===== src/rtl/tristate_bus_pkg.sv =====
// Shared types and counter widths for the tri-state bus arbiter.
package tristate_bus_pkg;

    // Arbiter control states.
    typedef enum logic [1:0] {
        IDLE = 2'd0,
        OWN  = 2'd1,
        TURN = 2'd2
    } arb_state_t;

    // Turnaround counter holds values 1..7.
    localparam int TURN_CNT_W = 3;

    // Hold counter holds values 1..255 (used only with ARB_HOLD_LIMIT_EN).
    localparam int HOLD_CNT_W = 8;

endpackage


===== src/rtl/rr_pick.sv =====
// Round-robin search: first set request bit strictly after last_owner,
// wrapping around, so last_owner itself has the lowest priority.
module rr_pick #(
    parameter  int N  = 4,
    localparam int SW = $clog2(N)
) (
    input  logic [N-1:0]  req,
    input  logic [SW-1:0] last_owner,
    output logic          found,
    output logic [SW-1:0] idx
);

    // Candidate index at each priority slot (slot 0 = highest priority).
    logic [SW-1:0] cand [N];
    logic [N-1:0]  hit;

    generate
        for (genvar gi = 0; gi < N; gi++) begin : g_cand
            assign cand[gi] = SW'((int'(last_owner) + gi + 1) % N);
            assign hit[gi]  = req[cand[gi]];
        end
    endgenerate

    // Lowest-numbered slot with a pending request wins.
    always_comb begin
        found = |hit;
        idx   = '0;
        for (int i = N - 1; i >= 0; i--) begin
            if (hit[i]) begin
                idx = cand[i];
            end
        end
    end

endmodule


===== src/rtl/tristate_bus_arbiter.sv =====
// Tri-state bus arbiter: grants one of N requesters a shared line with
// registered one-hot-or-zero driver enables and a turnaround gap between
// owners. Optional feature macro: ARB_HOLD_LIMIT_EN (forces release after
// MAX_HOLD consecutive ownership cycles).
module tristate_bus_arbiter
    import tristate_bus_pkg::*;
#(
    parameter  int N          = 4,
    parameter  int TURNAROUND = 1,
    parameter  int MAX_HOLD   = 8,
    localparam int SW         = $clog2(N)
) (
    input  logic          clk,
    input  logic          rst,
    input  logic [N-1:0]  req,
    output logic [N-1:0]  oe,
    output logic [SW-1:0] sel,
    output logic          busy,
    output logic          owner_valid
);

    // Elaboration-time parameter range guards.
    generate
        if (N < 2 || N > 16) begin : g_bad_n
            $error("tristate_bus_arbiter: N must be 2..16");
        end
        if (TURNAROUND < 1 || TURNAROUND > (1 << TURN_CNT_W) - 1) begin : g_bad_turn
            $error("tristate_bus_arbiter: TURNAROUND must be 1..7");
        end
        if (MAX_HOLD < 2 || MAX_HOLD > (1 << HOLD_CNT_W) - 1) begin : g_bad_hold
            $error("tristate_bus_arbiter: MAX_HOLD must be 2..255");
        end
    endgenerate

    arb_state_t            state_reg;
    logic [SW-1:0]         last_owner_reg;
    logic [TURN_CNT_W-1:0] tcnt_reg;

    logic          found;
    logic [SW-1:0] pick_idx;
    logic          pick_en;
    logic          grant_now;
    logic          release_now;
    logic          hold_expired;

    rr_pick #(.N(N)) u_rr_pick (
        .req        (req),
        .last_owner (last_owner_reg),
        .found      (found),
        .idx        (pick_idx)
    );

    // Arbitration is allowed from IDLE and on the final turnaround cycle, so
    // the bus floats for exactly TURNAROUND cycles between owners.
    assign pick_en     = (state_reg == IDLE) ||
                         ((state_reg == TURN) && (tcnt_reg <= TURN_CNT_W'(1)));
    assign grant_now   = pick_en && found;
    assign release_now = (state_reg == OWN) && (!req[sel] || hold_expired);

`ifdef ARB_HOLD_LIMIT_EN
    logic [HOLD_CNT_W-1:0] hold_reg;

    assign hold_expired = (hold_reg == HOLD_CNT_W'(MAX_HOLD));

    // Counts consecutive cycles with the owner's enable high (1 on first cycle).
    always_ff @(posedge clk) begin
        if (rst) begin
            hold_reg <= '0;
        end else if (grant_now) begin
            hold_reg <= HOLD_CNT_W'(1);
        end else if (state_reg == OWN) begin
            hold_reg <= hold_reg + 1'b1;
        end
    end
`else
    assign hold_expired = 1'b0;
`endif

    // Control FSM with registered enables, select and status.
    always_ff @(posedge clk) begin
        if (rst) begin
            state_reg      <= IDLE;
            oe             <= '0;
            sel            <= '0;
            busy           <= 1'b0;
            owner_valid    <= 1'b0;
            last_owner_reg <= SW'(N - 1);
            tcnt_reg       <= '0;
        end else if (grant_now) begin
            state_reg      <= OWN;
            oe             <= N'(1) << pick_idx;
            sel            <= pick_idx;
            busy           <= 1'b1;
            owner_valid    <= 1'b1;
            last_owner_reg <= pick_idx;
        end else if (release_now) begin
            state_reg   <= TURN;
            oe          <= '0;
            busy        <= 1'b1;
            owner_valid <= 1'b0;
            tcnt_reg    <= TURN_CNT_W'(TURNAROUND);
        end else begin
            case (state_reg)
                TURN: begin
                    if (tcnt_reg > TURN_CNT_W'(1)) begin
                        tcnt_reg <= tcnt_reg - 1'b1;
                    end else begin
                        state_reg <= IDLE;
                        busy      <= 1'b0;
                    end
                end
                default: ;
            endcase
        end
    end

endmodule


===== config.mk =====
export PLATFORM = sky130hd
export DESIGN_NAME = tristate_bus_arbiter
export DESIGN_NICKNAME = d
export VERILOG_FILES = /design/src/rtl/tristate_bus_pkg.sv /design/src/rtl/rr_pick.sv /design/src/rtl/tristate_bus_arbiter.sv
export SDC_FILE = /design/constraint.sdc
export NUM_CORES = 1
export LEC_CHECK = 0
export ABC_AREA = 1
export CORE_UTILIZATION = 35
export DETAILED_ROUTE_END_ITERATION = 10
export PLACE_DENSITY = 0.63
export SETUP_SLACK_MARGIN = 0.4
export SYNTH_ARGS = -nofsm -noshare
export SYNTH_HDL_FRONTEND = slang
export SYNTH_HIERARCHICAL = 1
export SYNTH_SLANG_ARGS = --single-unit

===== constraint.sdc =====
create_clock -name clk -period 1.6 [get_ports clk]
set_input_delay 0.48 -clock clk [delete_from_list [all_inputs] [get_ports clk]]
set_output_delay 0.48 -clock clk [all_outputs]
set_load 0.02 [all_outputs]

==> results of run 1 <==
[critical path, stage by stage, from the launching register on]
cell	delay [ns]
dfxtp_4	0.41
buf_12	0.12
nand2_2	0.07
o21ai_4	0.08
nand2_1	0.09
nand2_1	0.08
nand3_2	0.08
a21oi_4	0.20
nand4_1	0.12
a21oi_1	0.15
[area by class of cell]
cell class / instances / share of cell area, %
multi-input cells: 103 / 45.7
well taps: 30 / 2.45
inverters: 28 / 7.85
repair buffers: 32 / 20.9
clock buffers: 3 / 1.47
clock inverters: 1 / 0.491
flip-flops and latches: 15 / 21.2
[path summary, 6_finish.rpt]
path | endpoint | startpoint | slack [ns]
setup reg to reg | oe[3] | last_owner_reg[0] | 0.13
hold reg to reg | owner_valid | owner_valid | 0.49
setup / recovery | oe[3] | last_owner_reg[0] | 0.13
hold / removal | owner_valid | owner_valid | 0.49
[layer usage]
| layer | up-vias | routed length [um] | track usage [%] |
|---|---|---|---|
| li1 | 534 | - | - |
| met1 | 507 | 1170 | 24.0 |
| met2 | 20 | 1450 | 34.9 |
| met3 | 4 | 122 | 6.01 |
| met4 | 0 | 25 | 6.25 |
| met5 | - | 0 | 0 |
[through the flow]
stage / setup slack, ns / setup TNS, ns / util, % / instance area, um^2 / hold WS (ns)
after floorplan: 0.204 / 0 / - / 1010 / 0.451
after global placement: -0.472 / -5.89 / 47.5 / 1220 / 0.468
after detailed placement: -0.501 / -6.13 / 47.5 / 1220 / 0.466
after CTS: 0.150 / 0 / 56.5 / 1450 / 0.491
after global routing: 0.0289 / 0 / 59.6 / 1530 / 0.504
final: 0.130 / 0 / 59.6 / 1530 / 0.487
[kinds of logic after synthesis]
family                     Yosys count
and+or+nand+nor                     85
buffers and inverters               31
adders and majority gates            2
DFF                                 15
xor gates and xnor gates             1
AOI/OAI and AO/OA                   14
[placed cells by master, fill, tap and decap left out, types with 3 or more instances in the layout]
cell	count
a21oi_1	5
a21oi_2	3
buf_2	4
buf_4	13
buf_6	11
clkbuf_4	3
dfxtp_2	10
dfxtp_4	3
inv_1	16
inv_2	9
nand2_1	35
nand2_2	13
nand2_4	3
nand3_1	6
nand3_2	9
nand3_4	4
nand4_1	4
nor2_1	6
[power groups by stage]
| stage | logic (mW) | clock network [mW] | registers [mW] |
|---|---|---|---|
| after floorplan | 0.954 | 0 | 0.716 |
| final | 2.02 | 0.229 | 0.700 |
| after CTS | 1.78 | 0.235 | 0.671 |
| after global placement | 1.37 | 0 | 0.660 |
| after global routing | 2.18 | 0.263 | 0.716 |
| after detailed placement | 1.38 | 0 | 0.662 |
[repair_timing]
action	in CTS	in global routing
setup buffers	6	3
pin swaps	19	16
endpoints found under the setup margin	23	23
gates resized for setup	97	27
cloned	2	0
==> flow_summary.json, run 1 <==
{
  "rows": 18,
  "drc_errors": 0,
  "dp_hpwl_mm": 1.59,
  "share_comb_of_total_power_pct": 68.5,
  "antenna_left": 0,
  "tightest_slew_ns": 0.183,
  "rsz0062_at_grt": "true",
  "start_util_pct": 38.4,
  "fin_total_pwr_mw": 2.95,
  "powerDensity_nw_per_um2": 1920,
  "synthTopCellsByCount": "nand2_1, inv_1, dfxtp_1, nand3_1, a21oi_1",
  "synth-adder-area-share_pct": 2.54,
  "synth_compound_area_share_pct": 8.13,
  "synth_seq_area_share_pct": 30.5,
  "overflow": 0,
  "n_fill_cell": 238,
  "path_class": "flop to flop",
  "dieArea_um2": 3030,
  "crit_required_ns": 1.83,
  "synth_top_family_by_area": "simple AND/OR/NAND/NOR gates",
  "largest_register_ffs": 4,
  "htree_levels": 1,
  "clk_path_buf_depth": 2,
  "cts.hold.buffers_added": 0,
  "syn_area_per_cell_um2": 6.65,
  "synth_cells": 148,
  "synth_enable_flop_cells": 0,
  "drtIter0Drc": 16,
  "skew_ns": 0.00174,
  "netlist_area_um2": 985,
  "finalMaxSlewViolations": 0,
  "crit_fanout": 5,
  "synth_top_area_share_pct": 30.5,
  "pwr-share-clk_pct": 7.8,
  "synth-seq-cells": 15,
  "power_frac_seq_pct": 23.8,
  "timing_hold_violations_final": 0,
  "start_kind": "flop",
  "numCtsBuffers": 3,
  "syn_to_final_growth_pct": 55.4,
  "min_period_over_period_pct": 91.9,
  "routabilityCongestion": 0.839,
  "worstPathArrival_ns": 1.70,
  "grt_pass1_wl_mm": 4.24,
  "ff2ff_path_depth": 9,
  "p_leak_nw": 0.738,
  "synth_warnings": 6,
  "switchingPower_mw": 1.40,
  "grt_pass1_vias": 971,
  "hold_class": "flop to flop",
  "cellInternalPower_mw": 1.55,
  "antenna_found_initial": 0,
  "async_reset_ff_share_pct": 0,
  "clock_sinks": 15,
  "die_w_um": 55.0,
  "place_inst": 197,
  "routedWlPerCell_um": 13.1,
  "vdd_drop_max_v": 0.00118,
  "fmax_ghz": 0.680,
  "die-height_um": 55.0,
  "slew_headroom_pct": 87.8,
  "synth_nets": 156,
  "drt-total-wl_mm": 2.77,
  "yosys.area_share.simple_pct": 42.7,
  "synth_xor_xnor_area_share_pct": 0.889,
  "place.port_buffers": 13,
  "holdPathStages": 2,
  "ys_top_cells_by_area": "dfxtp_1, nand2_1, inv_1",
  "cts_root_buf": "clkbuf_4",
  "clk_latency_ns": 0.29,
  "core_area_um2": 2570,
  "synth.area.mux_share_pct": 0,
  "drive_gt1_share_pct": 55.5,
  "max_cap_violations": 0,
  "antenna_cells": 0,
  "outcome": "finished clean",
  "crit_path_end_kind": "flop",
  "cts_tree": "done",
  "synth_area_leader_cell": "dfxtp_1",
  "vias": 1065,
  "synth.distinct_cells": 24,
  "nNetsFinal": 191,
  "drt-pass1-iter-count": 4,
  "yosys_most_used_dff": "dfxtp_1",
  "regArea_um2": 324,
  "timing.final.crit_period_ns": 1.47,
  "setup_viol": 0,
  "grtUsageTotal_pct": 20.3,
  "grt_max_degree": 11,
  "io_pins": 14,
  "multiInputGateArea_um2": 699,
  "p_sw_share_pct": 47.4,
  "avgViaCountPerCell": 5.02,
  "synthMostInstantiatedCell": "nand2_1",
  "path_clk_slew_ns": 0.10,
  "finalNonFillerCells": 212
}
No activity file was read; power rests on OpenSTA's default activity.
==> run 2, diff against run 1 <==
ABC_CLOCK_PERIOD_IN_PS = 1600   (was not set)
TNS_END_PERCENT = 30   (was not set)
==> run 2 against run 1 <==
Register-to-register slack got worse by 0.02 ns. Critical path depth up 4. Sequential power fell by 11%. Non-clock buffer count shrank 4. Total power is 12% lower. Global-route usage down 3.7 points. Hold slack lost 0.0066 ns. Critical path type unchanged. Largest power group unchanged.
==> flow_summary.json, run 2 (synthesis results as in run 1) <==
{
  "outcome": "finished clean",
  "grt_pass1_vias": 890,
  "antenna_cells": 0,
  "crit_buf_inv": 5,
  "antenna_left": 0,
  "nNetsFinal": 186,
  "timing_hold_violations_final": 0,
  "final_common_cell": "nand2_1",
  "cts_tree": "done",
  "worstPathArrival_ns": 1.69,
  "tightest_slew_ns": 0.256,
  "clk_path_buf_depth": 2,
  "path_clk_slew_ns": 0.09,
  "clock_sinks": 15,
  "critPathLaunch": "last_owner_reg[0]",
  "max_cap_violations": 0,
  "io_pins": 14,
  "path_cells": "buf_12 > inv_8 > nand2_4 > and2_4 > nor2_4 > nand2_2 > inv_2 > nor2_4 > nand2_4 > buf_4 > nand3_1 > nand2_1 > inv_1",
  "vias": 996,
  "grtUsageTotal_pct": 16.6,
  "die-height_um": 55.0,
  "dieArea_um2": 3030,
  "crit_path_end_kind": "flop",
  "skew_ns": 0.00264,
  "cts.hold.buffers_added": 0,
  "start_util_pct": 38.4,
  "crit_fanout": 8,
  "htree_levels": 1,
  "numCtsBuffers": 3,
  "min_period_over_period_pct": 92.9,
  "overflow": 0,
  "powerDensity_nw_per_um2": 1910,
  "place.port_buffers": 13,
  "drt-total-wl_mm": 2.37,
  "tns_ns": 0,
  "p_leak_nw": 0.697,
  "routabilityCongestion": 0.748,
  "drc_errors": 0,
  "path_class": "flop to flop",
  "crit_family": "simple AND/OR/NAND/NOR gates",
  "finalMaxSlewViolations": 0,
  "timing.final.crit_period_ns": 1.49,
  "largest_register_ffs": 4,
  "grt_pass1_wl_mm": 3.50,
  "drive_gt1_share_pct": 36.2,
  "rows": 18,
  "routedWlPerCell_um": 11.4,
  "syn_to_final_growth_pct": 38.1,
  "cts_root_buf": "clkbuf_4",
  "hold_class": "flop to flop",
  "die_w_um": 55.0,
  "dp_hpwl_mm": 1.59,
  "rr_startpoint": "last_owner_reg[0]",
  "avgViaCountPerCell": 4.81,
  "critical-path-max-stage-delay_ns": 0.36,
  "crit_required_ns": 1.80,
  "vdd_drop_max_v": 0.00114,
  "mostFrequentLayoutCells": "nand2_1, inv_1, nand2_2",
  "fin_total_pwr_mw": 2.60,
  "crit_slowest_cell": "dfxtp_4",
  "min_from": "tcnt_reg[1]",
  "n_fill_cell": 256,
  "grt_max_degree": 12,
  "drt-pass1-iter-count": 4,
  "clk_latency_ns": 0.29,
  "rsz0062_at_grt": "true",
  "setup_viol": 0,
  "slew_headroom_pct": 82.9,
  "drtIter0Drc": 18,
  "antenna_found_initial": 0,
  "fmax_ghz": 0.673,
  "core_area_um2": 2570,
  "start_kind": "flop"
}
-- run 2: changes by cell type in the layout (fill, tap and decap cells not counted), moves of 3 or more --
cell / change
inv_2: -3
buf_2: -4
nand3_2: -3
nand3_1: +6
dlygate4sd2_1: +8
dfxtp_2: -8
dfxtp_1: +10
inv_1: +5
nand3_4: -3
buf_6: -8
-- run 2: what timing repair did --
| item | CTS | global route |
|---|---|---|
| setup endpoints to repair | 23 | 23 |
| resized for setup | 42 | 10 |
| cloned | 0 | 0 |
| setup buffers | 8 | 0 |
| pin swaps | 6 | 5 |
-- run 2: layout make-up --
class                      count  area [um^2]  share of cell area [%]
clock buffer                   4         26.3                    1.93
sequential                    15          307                    22.5
inverter                      28          113                    8.28
timing repair buffer          28          267                    19.6
tap                           30         37.5                    2.76
multi-input combinational    102          611                    44.9
-- run 2: path summary, 6_finish.rpt --
check	depth (start not counted)	to	slack (ns)
worst min-delay path	2	tcnt_reg[1]	0.48
worst max-delay path	13	busy	0.11
worst min register to register	2	tcnt_reg[1]	0.48
worst max register to register	13	busy	0.11
-- run 2: metal layers --
| metal | routed length, um | track usage (%) |
|---|---|---|
| met4 | 39 | 8.75 |
| met3 | 81 | 2.46 |
| met2 | 1200 | 31.9 |
| met1 | 1040 | 16.8 |
| met5 | 0 | 0 |
-- run 2: report_power, final --
part           total (mW)  switching [mW]  internal, mW
clock network       0.225           0.127        0.0972
logic                1.75           0.989         0.757
registers           0.626           0.107         0.519
-- run 2: per-stage QoR --
step / cell area (um^2) / utilization, % / instances / setup WS (ns) / hold slack (ns)
after global placement: 1190 / 46.5 / 195 / -0.461 / 0.463
after CTS: 1340 / 52.0 / 207 / 0.133 / 0.480
after floorplan: 1000 / - / 148 / 0.198 / 0.451
final: 1360 / 53.0 / 207 / 0.114 / 0.480
after detailed placement: 1190 / 46.5 / 195 / -0.474 / 0.469
after global routing: 1360 / 53.0 / 207 / 0.0248 / 0.503
-- run 2: worst min-delay path, delay by kind of cell, from the launching register on --
kind             cells  cell delay (ns)
AND/OR/NAND/NOR      1             0.07
AO/OA/AOI/OAI        1             0.05
flip-flops           1             0.32
